## src/rtl/div_unit_pkg.sv

```systemverilog
// Shared definitions for the divider, multiplier and control unit:
// command encodings, datapath width and iteration count.
package div_unit_pkg;

  localparam int DATA_W    = 32;
  localparam int DIV_ITERS = 32;
  localparam int CNT_W     = $clog2(DIV_ITERS);

  typedef enum logic [1:0] {
    IDLE = 2'b00,
    LOAD = 2'b01,
    RUN  = 2'b10,
    HOLD = 2'b11
  } state_e;

  // Two's-complement magnitude; 0x80000000 maps to itself, read as unsigned.
  function automatic logic [DATA_W-1:0] magnitude(input logic [DATA_W-1:0] v);
    return v[DATA_W-1] ? -v : v;
  endfunction

  function automatic logic [DATA_W-1:0] apply_sign(input logic [DATA_W-1:0] v,
                                                   input logic              neg);
    return neg ? -v : v;
  endfunction

endpackage

```

## src/rtl/div_step.sv

```systemverilog
// One restoring-division iteration: shift in a dividend bit, then subtract
// the divisor magnitude when that does not borrow.
module div_step
  import div_unit_pkg::*;
(
  input  logic [DATA_W-1:0] rem,
  input  logic              dvd_bit,
  input  logic [DATA_W-1:0] dvs,
  output logic [DATA_W-1:0] next_rem,
  output logic              q_bit
);

  logic [DATA_W:0] shifted;
  logic [DATA_W:0] diff;

  // The partial remainder stays below the divisor magnitude (<= 2^31), so a
  // 33-bit shift/subtract is enough to see the borrow without overflow.
  always_comb begin
    shifted  = {rem, dvd_bit};
    diff     = shifted - {1'b0, dvs};
    q_bit    = ~diff[DATA_W];
    next_rem = q_bit ? diff[DATA_W-1:0] : shifted[DATA_W-1:0];
  end

endmodule

```

## src/rtl/div_unit.sv

```systemverilog
// Signed 32/32 sequential divider driven by control-unit commands; results
// appear on Hi (remainder) and Lo (quotient) only when a division completes.
module div_unit
  import div_unit_pkg::*;
(
  input  logic              Clock,
  input  logic              Reset,
  input  logic [1:0]        State,
  input  logic [DATA_W-1:0] Dividend,
  input  logic [DATA_W-1:0] Divisor,
  output logic [DATA_W-1:0] Hi,
  output logic [DATA_W-1:0] Lo,
  output logic              DivtoControl,
  output logic              DivZero
);

  localparam logic [CNT_W-1:0] LAST_CNT = CNT_W'(DIV_ITERS - 1);

  logic [DATA_W-1:0] work;
  logic [DATA_W-1:0] dvs_mag;
  logic [DATA_W-1:0] rem;
  logic [CNT_W-1:0]  count;
  logic              q_neg;
  logic              r_neg;
  logic              loaded;

  logic [DATA_W-1:0] next_rem;
  logic              q_bit;
  logic [DATA_W-1:0] next_work;

  div_step u_step (
    .rem      (rem),
    .dvd_bit  (work[DATA_W-1]),
    .dvs      (dvs_mag),
    .next_rem (next_rem),
    .q_bit    (q_bit)
  );

  // work holds the dividend magnitude; quotient bits fill it from the bottom.
  assign next_work = {work[DATA_W-2:0], q_bit};

  always_ff @(posedge Clock or posedge Reset) begin
    if (Reset) begin
      work         <= '0;
      dvs_mag      <= '0;
      rem          <= '0;
      count        <= '0;
      q_neg        <= 1'b0;
      r_neg        <= 1'b0;
      loaded       <= 1'b0;
      Hi           <= '0;
      Lo           <= '0;
      DivtoControl <= 1'b0;
      DivZero      <= 1'b0;
    end else begin
      case (state_e'(State))
        IDLE: begin
          DivtoControl <= 1'b0;
          DivZero      <= 1'b0;
          count        <= '0;
        end
        LOAD: begin
          work         <= magnitude(Dividend);
          dvs_mag      <= magnitude(Divisor);
          q_neg        <= Dividend[DATA_W-1] ^ Divisor[DATA_W-1];
          r_neg        <= Dividend[DATA_W-1];
          rem          <= '0;
          count        <= '0;
          DivtoControl <= 1'b0;
          if (Divisor == '0) begin
            DivZero <= 1'b1;
            loaded  <= 1'b0;
          end else begin
            loaded  <= 1'b1;
          end
        end
        RUN: begin
          if (loaded) begin
            work  <= next_work;
            rem   <= next_rem;
            count <= count + CNT_W'(1);
            if (count == LAST_CNT) begin
              Lo           <= apply_sign(next_work, q_neg);
              Hi           <= apply_sign(next_rem, r_neg);
              DivtoControl <= 1'b1;
              loaded       <= 1'b0;
            end
          end
        end
        HOLD: begin
        end
      endcase
    end
  end

endmodule

```

## config.mk

```make
export PLATFORM = sky130hd
export DESIGN_NAME = div_unit
export DESIGN_NICKNAME = d
export VERILOG_FILES = /design/src/rtl/div_unit_pkg.sv /design/src/rtl/div_step.sv /design/src/rtl/div_unit.sv
export SDC_FILE = /design/constraint.sdc
export NUM_CORES = 1
export LEC_CHECK = 0
export ABC_CLOCK_PERIOD_IN_PS = 6600
export BUFFER_PORTS_ARGS = -buffer_cell sky130_fd_sc_hd__buf_2
export CELL_PAD_IN_SITES_DETAIL_PLACEMENT = 1
export CELL_PAD_IN_SITES_GLOBAL_PLACEMENT = 2
export CORE_ASPECT_RATIO = 0.5
export CORE_UTILIZATION = 36
export DETAILED_ROUTE_END_ITERATION = 8
export GPL_TIMING_DRIVEN = 0
export PLACE_DENSITY = 0.89
export SETUP_SLACK_MARGIN = 0.4
export SLEW_MARGIN = 5
export SYNTH_ARGS = -nofsm -noshare
export SYNTH_HDL_FRONTEND = slang
export SYNTH_SLANG_ARGS = --single-unit
export TNS_END_PERCENT = 10
```

## constraint.sdc

```tcl
create_clock -name Clock -period 6.6 [get_ports Clock]
set_clock_uncertainty 0.1 [all_clocks]
set_input_delay 0.33 -clock Clock [delete_from_list [all_inputs] [get_ports Clock]]
set_output_delay 0.33 -clock Clock [all_outputs]
set_load 0.03 [all_outputs]
```

==> out/qor.txt <==
DPL Wire Length -> 32350 um
Synth cell types -> 79
Final min period -> 5958 ps
Setup crit end kind -> register
H-tree depth -> 4
Ports -> 134
clock slew at the register clock pins of the worst setup and hold paths -> 70 ps
Worst Tran Pin Value -> 903.4 ps
CP max FO -> 10
register area share after synthesis -> 35.70%
final wirelength -> 41630 um
WP data required -> 6830 ps
routed vias -> 11521
Switching Share -> 36.18%
final hold vios -> 0
pwr dens -> 235.7 nW/um2
critical path type -> reg2reg
clk buf depth -> 2
largest family of logic cells by synthesized area -> compound AO/OA/AOI/OAI gates
Tcrit/Tclk final -> 90.27%
Top delay family on crit path -> compound AO/OA/AOI/OAI gates
Place WS -> -286.8 ps
leakage dissipation -> 6.318 nW
XOR/XNOR Fraction of Synth Area -> 10.29%
Design Area, Final -> 13890 um2
filler instances -> 3907
cell area after synthesis -> 11920 um2
final core utilization -> 43.26%
Num CTS Buffers -> 17
fin. max-slew vios -> 0
average instance area after synthesis -> 8.410 um2
Worst setup SP type -> register
GRT Resource Usage Total -> 24.95%
Post-synth EDFFs -> 0
Placed Area -> 13160 um2
Post-Synthesis Cells -> 1417
Int Power -> 2.090 mW
Core Box Area -> 32120 um2
die height -> 130.7 um
cell row count -> 46
global-route wire length before repair -> 65490 um
CTS Sinks -> 170
Total Power -> 3.275 mW
drt drc -> 0
antenna violations before repair -> 0
Synth Flop Type -> dfrtp_1
Logic pwr share -> 28.4%
# setup viols final -> 0
fin cells -> 2018
largest stage delay on the critical path -> 470 ps
antenna-violating nets left -> 0
Slowest cell on crit path -> or3_1
crit-path most repeated cell -> buf_4
Clock Power Share -> 34.0%
# placed instances -> 1983
RSZ-0062 raised after global routing -> false
Max VDD drop -> 0.0001982 V
CP arrival -> 6180 ps
TNS Setup -> 0 ps
Mapped Nets -> 1528
initial DRC count -> 845
final worst setup slack -> 642.5 ps
nets -> 1684
Port Buffer Count -> 133
Routed WL per cell -> 20.63 um
run status -> complete, no violations
#FFs+latches synth -> 170
Slew HR -> 39.01%
Post-Synth Simple-Gate Area -> 17.19%
Worst Hold Class -> in2reg
largest net degree at the start of global routing -> 116
clock root buffer -> clkbuf_16
layout cells sized above 1 -> 14.44%
fmax -> 0.1679 GHz
GPL Wtd Cong -> 0.9386
multiplexer share of the synthesized area -> 3.454%
width of the die -> 259.3 um
Async S/R FF share, synth -> 100.0%
area grow syn2layout -> 16.58%
vias per cell -> 5.709
antenna cell count -> 0
initial core utilization -> 37.10%
CP bufs+invs -> 5
Adder-Cell Fraction of Synth Area -> 4.578%
area of the die -> 33880 um2
crit path cell chain -> inv_1 -> ha_1 -> fa_1 -> nand2b_1 -> a211oi_4 -> o21ai_4 -> a2111oi_4 -> o211a_2 -> nor2_4 -> inv_2 -> buf_4 -> buf_4 -> buf_4 -> nor2_1 -> a21oi_2 -> ha_2 -> and2_1 -> nand4_1 -> or3_1 -> a22o_1 -> o31ai_1 -> xor2_1 -> o21ai_1
TritonCTS clock tree -> built
Compound-Gate Fraction of Synth Area -> 24.08%
synth warn -> 0
hold_ws -> 68.70 ps
DRT Pass-1 Iters -> 5
sequential share of power -> 37.6%
max-cap violation count -> 0
clock latency on the worst-skew pair -> 470 ps
Congestion Overflow GR -> 0
net switching power -> 1.185 mW
vias in the first global route -> 11949
-- logic make-up after synthesis --
| kind of cell | Yosys count |
|---|---|
| AOI/OAI and AO/OA | 457 |
| xor gates and xnor gates | 140 |
| adders and majority gates | 43 |
| buffers and inverters | 140 |
| DFF | 170 |
| muxes | 41 |
| and+or+nand+nor | 426 |
-- state kept, by name, summed over array words and instances, names as in the netlist --
| signal | count |
|---|---|
| rem | 32 |
| q_neg | 1 |
| DivZero | 1 |
| Lo | 32 |
| work | 32 |
| dvs_mag | 32 |
| Hi | 32 |
| r_neg | 1 |
| DivtoControl | 1 |
| count | 5 |
| loaded | 1 |
-- power groups by stage --
| stage | logic (mW) | registers (mW) | clock network, mW |
|---|---|---|---|
| 4_1_cts | 0.919 | 1.23 | 1.13 |
| 3_3_place_gp | 0.869 | 1.24 | 0 |
| 2_1_floorplan | 0.638 | 1.22 | 0 |
| 6_report | 0.931 | 1.23 | 1.11 |
| 3_5_place_dp | 0.903 | 1.25 | 0 |
| 5_1_grt | 1.02 | 1.24 | 1.16 |
-- per-layer routing --
| layer | wire length [um] | GRT usage [%] |
|---|---|---|
| met1 | 19320 | 32.66 |
| met2 | 20070 | 42.89 |
| met3 | 1434 | 3.511 |
| met4 | 796 | 7.924 |
| met5 | 0 | 0 |
-- path summary, 6_finish.rpt --
kind	cells after the start	slack, ps	endpoint	from
worst max register to register	23	640	Hi[28]	work[31]
worst max-delay path	23	640	Hi[28]	work[31]
worst min-delay path	2	70	dvs_mag[0]	Divisor[0]
min in group asynchronous	3	340	dvs_mag[1]	Reset
max in group asynchronous	4	5130	Hi[22]	Reset
worst min register to register	2	380	Hi[29]	Hi[29]
-- timing repair --
item | 4_1_cts | 5_1_grt
endpoints found under the hold margin | 55 | 0
endpoints found under the setup margin | 10 | 8
hold buffers | 1 | 0
pin swaps | 0 | 4
gates resized for setup | 6 | 10
buffers inserted | 1 | 1
-- cell usage after synthesis (8+ instances only) --
cell        n  area [um2]
nand2_1   184       690.7
o21ai_0   175       875.8
dfrtp_1   170        4254
xor2_1    103       902.1
a21oi_1    93       465.5
nor2_1     83       311.6
inv_1      59       221.5
clkbuf_1   57       214.0
ha_1       42       525.5
mux2i_1    40       400.4
o31ai_1    40       300.3
xnor2_1    37       324.1
nor3_1     27       135.1
or3_1      19       118.9
a21o_1     15       112.6
nand3_1    15       75.07
o211ai_1   15       112.6
o22ai_1    15       93.84
or4_1      15       112.6
nand4_1    14       87.58
nand2b_1   13       81.33
o21ai_1    13       65.06
o41ai_1    13       113.9
a31oi_1    11       68.82
nor4_1     11       68.82
buf_2      10       50.05
a22oi_1     9       67.56
nor2b_1     8       50.05
-- layout make-up --
cell class	instances	area (um2)	area share, %
Multi-Input combinational cell	1107	7178	51.67
Clock inverter	13	182.7	1.315
Inverter	60	232.7	1.675
Timing Repair Buffer	137	718.2	5.170
Tap cell	432	540.5	3.891
Buffer	80	341.6	2.459
Clock buffer	19	442.9	3.188
Sequential cell	170	4255	30.63
-- layout by cell type, fill, tap and decap left out, drive strengths merged, types with 19 or more instances in the layout --
cell type and instances:
a21oi 95, buf 158, clkbuf 77, dfrtp 170, ha 42, inv 65, mux2i 40, nand2 184
nor2 84, nor3 28, o21ai 190, o31ai 40, o41ai 20, or3 20, or4 19, xnor2 37
xor2 103
(Power assumes the default switching activity.)
